$ cat src/rtl/bcd_alu_seq_pkg.sv
// Shared opcodes, FSM encoding and width helper for the sequential BCD calculator.
package bcd_alu_seq_pkg;

    localparam logic [2:0] OP_ADD = 3'd0;
    localparam logic [2:0] OP_SUB = 3'd1;
    localparam logic [2:0] OP_XOR = 3'd2;
    localparam logic [2:0] OP_AND = 3'd3;
    localparam logic [2:0] OP_OR  = 3'd4;

    typedef enum logic [2:0] {
        StIdle,
        StConvIn,
        StExec,
        StConvOut,
        StDone
    } state_e;

    // Binary width able to hold the sum of two DIGITS-wide operands.
    function automatic int unsigned calc_bw(input int unsigned digits);
        return $clog2(10 ** digits) + 1;
    endfunction

endpackage

$ cat src/rtl/bcd_dd_serial.sv
// Serial double-dabble: loads a binary value, then shifts it into BCD over BW cycles.
module bcd_dd_serial #(
    parameter int unsigned DIGITS = 5,
    parameter int unsigned BW     = 15
) (
    input  logic                  clk,
    input  logic                  rst_n,
    input  logic                  load,
    input  logic [BW-1:0]         value,
    output logic [4*DIGITS-1:0]   bcd,
    output logic                  done
);
    localparam int unsigned CW = $clog2(BW + 1);

    logic [BW-1:0]       bin_q;
    logic [CW-1:0]       cnt_q;
    logic [4*DIGITS-1:0] adj;

    always_comb begin
        adj = bcd;
        for (int i = 0; i < int'(DIGITS); i++) begin
            if (bcd[4*i +: 4] >= 4'd5) begin
                adj[4*i +: 4] = bcd[4*i +: 4] + 4'd3;
            end
        end
    end

    always_ff @(posedge clk) begin
        if (!rst_n) begin
            bin_q <= '0;
            cnt_q <= '0;
            bcd   <= '0;
            done  <= 1'b0;
        end else if (load) begin
            bin_q <= value;
            cnt_q <= CW'(BW);
            bcd   <= '0;
            done  <= 1'b0;
        end else if (cnt_q != '0) begin
            bcd   <= (4*DIGITS)'({adj, bin_q[BW-1]});
            bin_q <= bin_q << 1;
            cnt_q <= cnt_q - 1'b1;
            // Sticky until the next load so the controller can poll it.
            if (cnt_q == CW'(1)) begin
                done <= 1'b1;
            end
        end
    end

endmodule

$ cat src/rtl/bcd_alu_seq.sv
// Sequential BCD calculator: serial BCD->binary, one-cycle ALU, serial binary->BCD.
module bcd_alu_seq
    import bcd_alu_seq_pkg::*;
#(
    parameter int unsigned DIGITS = 4,
    parameter int unsigned BW     = calc_bw(DIGITS)
) (
    input  logic                  clk,
    input  logic                  rst_n,
    input  logic                  start,
    input  logic [4*DIGITS-1:0]   a_bcd,
    input  logic [4*DIGITS-1:0]   b_bcd,
    input  logic [2:0]            op,
    output logic                  busy,
    output logic                  done,
    output logic [4*DIGITS-1:0]   result_bcd,
    output logic                  neg,
    output logic                  ovf,
    output logic                  err
);
    localparam int unsigned W = 4 * DIGITS;

    state_e              state;
    logic [W-1:0]        a_sh, b_sh;
    logic [2:0]          op_q;
    logic [BW-1:0]       a_acc, b_acc;
    logic [3:0]          cnt;
    logic                err_q, neg_q;

    logic [3:0]          a_dig, b_dig;
    logic [BW-1:0]       a_next, b_next;
    logic [BW-1:0]       exec_val;
    logic                exec_neg, exec_err;
    logic                accept, dd_load, dd_done;
    logic [4*(DIGITS+1)-1:0] dd_bcd;

    assign a_dig   = a_sh[W-1 -: 4];
    assign b_dig   = b_sh[W-1 -: 4];
    assign a_next  = (a_acc << 3) + (a_acc << 1) + BW'(a_dig);
    assign b_next  = (b_acc << 3) + (b_acc << 1) + BW'(b_dig);
    // A request arriving in the DONE cycle is taken on the edge that leaves DONE.
    assign accept  = start && (state == StIdle || state == StDone);
    assign dd_load = (state == StExec);

    always_comb begin
        exec_val = '0;
        exec_neg = 1'b0;
        exec_err = err_q;
        if (!err_q) begin
            case (op_q)
                OP_ADD: exec_val = a_acc + b_acc;
                OP_SUB: begin
                    if (a_acc >= b_acc) begin
                        exec_val = a_acc - b_acc;
                    end else begin
                        exec_val = b_acc - a_acc;
                        exec_neg = 1'b1;
                    end
                end
                OP_XOR: exec_val = a_acc ^ b_acc;
                OP_AND: exec_val = a_acc & b_acc;
                OP_OR:  exec_val = a_acc | b_acc;
                default: exec_err = 1'b1;
            endcase
        end
    end

    bcd_dd_serial #(
        .DIGITS (DIGITS + 1),
        .BW     (BW)
    ) u_dd (
        .clk   (clk),
        .rst_n (rst_n),
        .load  (dd_load),
        .value (exec_val),
        .bcd   (dd_bcd),
        .done  (dd_done)
    );

    always_ff @(posedge clk) begin
        if (!rst_n) begin
            state      <= StIdle;
            a_sh       <= '0;
            b_sh       <= '0;
            op_q       <= '0;
            a_acc      <= '0;
            b_acc      <= '0;
            cnt        <= '0;
            err_q      <= 1'b0;
            neg_q      <= 1'b0;
            busy       <= 1'b0;
            done       <= 1'b0;
            result_bcd <= '0;
            neg        <= 1'b0;
            ovf        <= 1'b0;
            err        <= 1'b0;
        end else begin
            done <= 1'b0;
            case (state)
                StIdle: ;
                StConvIn: begin
                    a_acc <= a_next;
                    b_acc <= b_next;
                    a_sh  <= a_sh << 4;
                    b_sh  <= b_sh << 4;
                    cnt   <= cnt + 4'd1;
                    if (a_dig > 4'd9 || b_dig > 4'd9) begin
                        err_q <= 1'b1;
                    end
                    if (cnt == 4'(DIGITS - 1)) begin
                        state <= StExec;
                    end
                end
                StExec: begin
                    err_q <= exec_err;
                    neg_q <= exec_neg;
                    state <= StConvOut;
                end
                StConvOut: begin
                    if (dd_done) begin
                        result_bcd <= err_q ? '0 : dd_bcd[W-1:0];
                        ovf        <= !err_q && (dd_bcd[W +: 4] != 4'd0);
                        neg        <= !err_q && neg_q;
                        err        <= err_q;
                        done       <= 1'b1;
                        state      <= StDone;
                    end
                end
                StDone: begin
                    busy  <= 1'b0;
                    state <= StIdle;
                end
                default: state <= StIdle;
            endcase
            if (accept) begin
                a_sh  <= a_bcd;
                b_sh  <= b_bcd;
                op_q  <= op;
                a_acc <= '0;
                b_acc <= '0;
                cnt   <= '0;
                err_q <= 1'b0;
                neg_q <= 1'b0;
                busy  <= 1'b1;
                state <= StConvIn;
            end
        end
    end

endmodule

$ cat config.mk
export PLATFORM = sky130hd
export DESIGN_NAME = bcd_alu_seq
export DESIGN_NICKNAME = d
export VERILOG_FILES = /design/src/rtl/bcd_alu_seq_pkg.sv /design/src/rtl/bcd_dd_serial.sv /design/src/rtl/bcd_alu_seq.sv
export SDC_FILE = /design/constraint.sdc
export NUM_CORES = 1
export LEC_CHECK = 0
export ABC_AREA = 1
export ABC_CLOCK_PERIOD_IN_PS = 6100
export CORE_MARGIN = 2
export CORE_UTILIZATION = 60
export DETAILED_ROUTE_END_ITERATION = 10
export PLACE_DENSITY = 0.8
export SLEW_MARGIN = 20
export SYNTH_ARGS = -nofsm -noshare
export SYNTH_HDL_FRONTEND = slang
export SYNTH_HIERARCHICAL = 1
export SYNTH_SLANG_ARGS = --single-unit
$ cat constraint.sdc
create_clock -name clk -period 6.1 [get_ports clk]
set_clock_uncertainty 0.15 [all_clocks]
set_input_delay 0.61 -clock clk [delete_from_list [all_inputs] [get_ports clk]]
set_output_delay 0.61 -clock clk [all_outputs]
set_load 0.02 [all_outputs]
==> impl_metrics.json, run 1 <==
{
  "cp_cell_sequence": "inv_1, ha_1, nor2_1, nand2_1, inv_1, a21oi_2, nand3_4, inv_4, nand3_1, nand3_1, nand3_1, nand2_1, inv_1, nand2_1, o21ai_0, nand2_1, a21oi_1",
  "clkPwrFrac": 0.302,
  "cts_buffers": 17,
  "finalPower_mw": 3.48,
  "dr.pass1.iters": 5,
  "hold_viol_final": 0,
  "grt_overflow": 0,
  "cts_sinks": 135,
  "async_reset_ff_frac": 0,
  "drt_iter0_markers": 747,
  "syn_nets": 1705,
  "cp.required_ns": 6.25,
  "cap_viol_max_count": 0,
  "max_stage_delay_ns": 0.63,
  "switching_share": 0.419,
  "path_buf_inv": 4,
  "crit_family": "simple AND/OR/NAND/NOR gates",
  "nets": 1729,
  "max_freq_mhz": 304,
  "diodes": 0,
  "rr_endpoint": "u_dd/bin_q[14]",
  "finalSetupViolations": 0,
  "powerDensity_mw_per_mm2": 297,
  "io_buffers": 58,
  "nFillCells": 1470,
  "track_usage": 0.300,
  "wl_per_cell_um": 15.4,
  "grt_setup_unrepaired": "no",
  "power_switching_mw": 1.46,
  "viasPerCell": 5.69,
  "endpoint_kind": "register",
  "dpl_cell_area_mm2": 0.0111,
  "crit_start": "b_acc[11]",
  "maxSlewViolCount": 0,
  "reg2reg_slack_ns": 2.81,
  "place_hpwl_mm": 20.5,
  "gp_congestion": 0.966,
  "drive_above_1_share": 0.0692,
  "final_cells": 1801,
  "finish.instance_area_mm2": 0.0117,
  "post_cts_resized": 0,
  "num_vias": 10200,
  "antenna_left": 0,
  "die_area_mm2": 0.0186,
  "rows": 48,
  "synth_warnings": 6,
  "slowest_stage": "ha_1",
  "slew_headroom": 0.273,
  "worstSetupStartpointType": "register",
  "path_clk_slew_ns": 0.08,
  "grt_pass1_vias": 9118,
  "path_max_fanout": 16,
  "cts_tree": "built",
  "synth_edf_count": 0,
  "path_common_cell": "nand2_1",
  "synth_flop_cell": "dfxtp_1",
  "grt_pass1_wl_mm": 45.0,
  "finalCoreUtilization": 0.678,
  "pre_cts_ws_ns": 2.75,
  "start_util": 0.611,
  "ys_types": 54,
  "worstMarginPinSlew_ns": 1.09,
  "p_comb_frac": 0.386,
  "outcome": "finished, final reports clean",
  "cp.depth": 17,
  "worstSkewPairLatency_ns": 0.44,
  "syn_inst": 1539,
  "setup_tns_ns": 0,
  "hp-class": "reg2reg",
  "cts-htree-levels": 4,
  "synth_area_mm2": 0.0105,
  "cp.arrival_ns": 3.44,
  "postCtsSetupRepairBufs": 0,
  "whs_ns": 0.314,
  "p_int_mw": 2.02,
  "period_share": 0.539,
  "critPathKind": "reg2reg",
  "cts_max_path_buffers": 2,
  "r2r_start": "b_acc[11]",
  "ctsHoldBuffers": 0,
  "ir_worst_vdd_uv": 212,
  "cts.root.buffer_cell": "clkbuf_16",
  "grt_max_degree": 61,
  "rr_worst_depth": 17,
  "power.leakage_nw": 5.33,
  "core-area_mm2": 0.0172,
  "ios": 59,
  "crit_path_end": "u_dd/bin_q[14]",
  "ys_ff_latch": 135,
  "setup_ws_ns": 2.81,
  "post-route-min-period_ns": 3.29,
  "drcViolationCount": 0,
  "seq_power_share": 0.312,
  "die_height_um": 136,
  "area_growth_syn_to_layout_pct": 11.1,
  "dp_cells": 1769,
  "antenna_found_initial": 0,
  "die_x_um": 136,
  "routed_wl_mm": 27.7,
  "yosysSeqAreaShare": 0.257,
  "avgSynthCellArea_um2": 6.84
}
## Yosys cell counts (11+ instances only)
master,count,share of area
nand2_1,328,0.12
inv_1,194,0.069
a21oi_1,169,0.080
dfxtp_1,135,0.26
ha_1,121,0.14
o21ai_0,116,0.055
nor2_1,99,0.035
nand3_1,96,0.046
xor2_1,28,0.023
nand4_1,21,0.012
clkbuf_1,20,0.0071
buf_2,19,0.0090
a211oi_1,17,0.012
inv_2,14,0.0050
o211ai_1,12,0.0086
o22ai_1,11,0.0065
## area by class of cell
| class | instances | area (µm²) | share of cell area |
|---|---|---|---|
| clock buffer | 17 | 425 | 0.0364 |
| clock inverter | 15 | 175 | 0.0150 |
| inverter | 211 | 800 | 0.0684 |
| timing repair buffer | 62 | 611 | 0.0522 |
| multi-input combinational | 1136 | 6700 | 0.573 |
| sequential | 135 | 2700 | 0.231 |
| tap | 225 | 282 | 0.0241 |
## logic make-up after synthesis
kind of cell | Yosys count | synth area share
compound gates | 372 | 0.197
flops | 135 | 0.257
buf+inv | 268 | 0.108
fa+ha+maj | 128 | 0.157
simple gates | 598 | 0.250
xor+xnor | 38 | 0.0316
## worst register-to-register path: stages, from the launching register on
cell     delay [ns]
dfxtp_1        0.49
inv_1          0.11
ha_1           0.63
nor2_1         0.20
nand2_1        0.12
inv_1          0.05
a21oi_2        0.18
nand3_4        0.24
inv_4          0.25
nand3_1        0.10
nand3_1        0.08
nand3_1        0.13
nand2_1        0.10
inv_1          0.04
nand2_1        0.06
o21ai_0        0.08
nand2_1        0.08
a21oi_1        0.06
## how the worst min path moves through the flow
stage,start,to,slack (ns),cells past startpoint
floorplan,neg_q,neg,0.29,2
global placement,b_sh[8],b_sh[12],0.30,2
detailed placement,u_dd/bin_q[5],u_dd/bin_q[5],0.31,2
CTS,u_dd/bin_q[0],u_dd/bin_q[0],0.32,2
global route,u_dd/bin_q[0],u_dd/bin_q[0],0.33,2
finish,result_bcd[8],result_bcd[8],0.31,2
## layout by cell type (no fill, tap or decap), types with 8 or more instances in the layout
cell type	instances
nand2_2	10
o211ai_1	12
o22ai_1	11
clkdlybuf4s50_1	58
nand3_1	96
a31oi_1	8
inv_1	194
xor2_1	28
ha_1	121
or2_2	10
o21ai_0	116
nor2_2	9
dfxtp_1	135
nand2_1	328
a211oi_1	17
nor2_1	99
a21oi_1	169
inv_2	14
nand4_1	21
o21bai_1	8
clkbuf_16	17
xnor2_1	10
## sequential cells by signal (all words and copies together), names as in the netlist, 3 cells and up
name	flops
u_dd/cnt_q	4
b_acc	15
result_bcd	16
b_sh	16
u_dd/bcd	20
a_sh	16
a_acc	15
state	3
cnt	4
u_dd/bin_q	15
op_q	3
## per-layer routing
| layer | vias to the layer above | GRT usage | routed length [µm] |
|---|---|---|---|
| li1 | 5128 | - | - |
| met1 | 4758 | 0.422 | 12800 |
| met2 | 323 | 0.481 | 12800 |
| met3 | 31 | 0.0496 | 1780 |
| met4 | 0 | 0.0694 | 347 |
| met5 | - | 0 | 0 |
## power groups by stage
stage | Combinational, mW | Clock [mW] | Sequential, mW
after detailed placement | 1.31 | 0 | 1.10
after global routing | 1.51 | 1.09 | 1.10
after global placement | 1.29 | 0 | 1.10
after floorplan | 1.09 | 0 | 1.07
after CTS | 1.33 | 1.06 | 1.08
final | 1.34 | 1.05 | 1.08
No activity file was read; power rests on OpenSTA's default activity.
==> run 2, diff against run 1 <==
--- a/config.mk
+++ b/config.mk
@@ -6,7 +6,7 @@
 export NUM_CORES = 1
 export LEC_CHECK = 0
 export ABC_AREA = 1
-export ABC_CLOCK_PERIOD_IN_PS = 6100
+export ABC_CLOCK_PERIOD_IN_PS = 3400
 export CORE_MARGIN = 2
 export CORE_UTILIZATION = 60
 export DETAILED_ROUTE_END_ITERATION = 10
==> constraint.sdc (replaced) <==
create_clock -name clk -period 3.4 [get_ports clk]
set_clock_uncertainty 0.15 [all_clocks]
set_input_delay 0.34 -clock clk [delete_from_list [all_inputs] [get_ports clk]]
set_output_delay 0.34 -clock clk [all_outputs]
set_load 0.02 [all_outputs]
==> impl_metrics.json, run 2 (synthesized netlist as in run 1, its figures left out) <==
{
  "antenna_left": 0,
  "dr.pass1.iters": 5,
  "mostFrequentLayoutCell": "nand2_1",
  "wl_per_cell_um": 15.5,
  "viasPerCell": 5.66,
  "area_growth_syn_to_layout_pct": 11.6,
  "r2r_start": "b_acc[2]",
  "diodes": 0,
  "critPathKind": "reg2reg",
  "p_int_mw": 3.56,
  "ir_worst_vdd_uv": 457,
  "die_x_um": 136,
  "post_cts_resized": 0,
  "crit_path_end": "u_dd/bin_q[12]",
  "outcome": "finished, final reports clean",
  "final_cell_mix": "328 x nand2_1, 194 x inv_1, 169 x a21oi_1",
  "die_height_um": 136,
  "worstSkewPairLatency_ns": 0.43,
  "num_vias": 10200,
  "max_freq_mhz": 324,
  "antenna_found_initial": 0,
  "core-area_mm2": 0.0172,
  "period_share": 0.909,
  "grt_max_degree": 52,
  "cts-htree-levels": 4,
  "gp_congestion": 0.954,
  "path_clk_slew_ns": 0.07,
  "nets": 1739,
  "holdCritStartpoint": "result_bcd[3]",
  "reg2reg_slack_ns": 0.31,
  "cts_sinks": 135,
  "setup_tns_ns": 0,
  "power_switching_mw": 2.63,
  "cts_max_path_buffers": 2,
  "finalSetupViolations": 0,
  "p_comb_frac": 0.394,
  "largest_register": "u_dd/bcd",
  "die_area_mm2": 0.0186,
  "finalCoreUtilization": 0.682,
  "clkPwrFrac": 0.294,
  "crit_start": "b_acc[2]",
  "seq_power_share": 0.312,
  "cap_viol_max_count": 0,
  "slew_headroom": 0.418,
  "switching_share": 0.424,
  "endpoint_kind": "register",
  "routed_wl_mm": 28.1,
  "drcViolationCount": 0,
  "power.leakage_nw": 5.37,
  "finalPower_mw": 6.19,
  "worstSetupStartpointType": "register",
  "post-route-min-period_ns": 3.09,
  "grt_pass1_vias": 9513,
  "seqCellArea_mm2": 0.00270,
  "cp.required_ns": 3.56,
  "dpl_cell_area_mm2": 0.0112,
  "cp.arrival_ns": 3.25,
  "path_max_fanout": 16,
  "hp-class": "reg2reg",
  "multi_input_area_mm2": 0.00670,
  "hold_viol_final": 0,
  "powerDensity_mw_per_mm2": 526,
  "drive_above_1_share": 0.0750,
  "drt_iter0_markers": 735,
  "rr_endpoint": "u_dd/bin_q[12]",
  "rr_worst_depth": 19,
  "largest_reg_flops": 20,
  "start_util": 0.611,
  "nFillCells": 1544,
  "grt_overflow": 0,
  "ctsHoldBuffers": 0,
  "postCtsSetupRepairBufs": 0,
  "cts_buffers": 17,
  "grt_setup_unrepaired": "no",
  "rows": 48,
  "worstMarginPinSlew_ns": 0.868,
  "track_usage": 0.306,
  "cts_tree": "built",
  "grt_pass1_wl_mm": 45.6,
  "maxSlewViolCount": 0,
  "place_hpwl_mm": 21.1,
  "cts.root.buffer_cell": "clkbuf_16",
  "finish.instance_area_mm2": 0.0118,
  "io_buffers": 58,
  "ios": 59
}
[run 2: cell count changes in the layout (fill, tap and decap cells not counted)]
cell | previous run | this run
buf_4 | 4 | 14
bufinv_16 | 1 | 0
inv_6 | 5 | 4
inv_8 | 4 | 3
clkinv_8 | 2 | 3
clkinv_4 | 1 | 3
[run 2: worst min-delay path by stage]
stage | to | cells past startpoint
2_1_floorplan | neg | 2
3_3_place_gp | busy | 2
3_5_place_dp | u_dd/bin_q[2] | 2
4_1_cts | b_sh[1] | 3
5_1_grt | u_dd/bin_q[2] | 2
6_report | result_bcd[3] | 2
[run 2: power groups by stage]
stage | registers (mW) | logic (mW) | clock network, mW
finish | 1.93 | 2.44 | 1.82
global route | 1.96 | 2.74 | 1.90
CTS | 1.93 | 2.40 | 1.84
detailed placement | 1.96 | 2.37 | 0
global placement | 1.95 | 2.33 | 0
floorplan | 1.91 | 1.96 | 0
[run 2: final cells by class]
cell class,instances,share of cell area
multi-input cells,1136,0.570
flip-flops and latches,135,0.230
inverters,211,0.0680
repair buffers,72,0.0583
clock buffers,17,0.0362
well taps,225,0.0240
clock inverters,15,0.0135
[run 2: layer usage]
layer  vias to the layer above  track usage  routed length (µm)  share of wire
met1                      4733        0.424               13100           0.47
li1                       5143            -                   -              -
met2                       327        0.488               12800           0.46
met3                        46       0.0455                1610          0.057
met4                         0       0.0949                 579          0.021
met5                         -            0                   0              0
[run 2: stage by stage]
step	hold WS [ns]	setup WS (ns)	std cells
after floorplan	0.286	0.899	1539
after global placement	0.302	0.474	1779
after detailed placement	0.306	0.369	1779
after CTS	0.303	0.369	1811
after global routing	0.325	0.0239	1811
final	0.312	0.310	1811
[run 2: critical path, cell delays in order (launching register included)]
cell and delay (ns):
dfxtp_1 0.44, inv_1 0.13, ha_1 0.54, inv_2 0.14
nand2_1 0.12, nand3_2 0.13, nand2_1 0.10, nand2_2 0.07
nand2_2 0.08, nand3_4 0.20, inv_4 0.24, nand3_1 0.10
nand3_1 0.08, nand3_1 0.07, nand2_1 0.08, inv_1 0.04
nand2_1 0.05, o21ai_0 0.07, nand2_1 0.07, a21oi_1 0.06
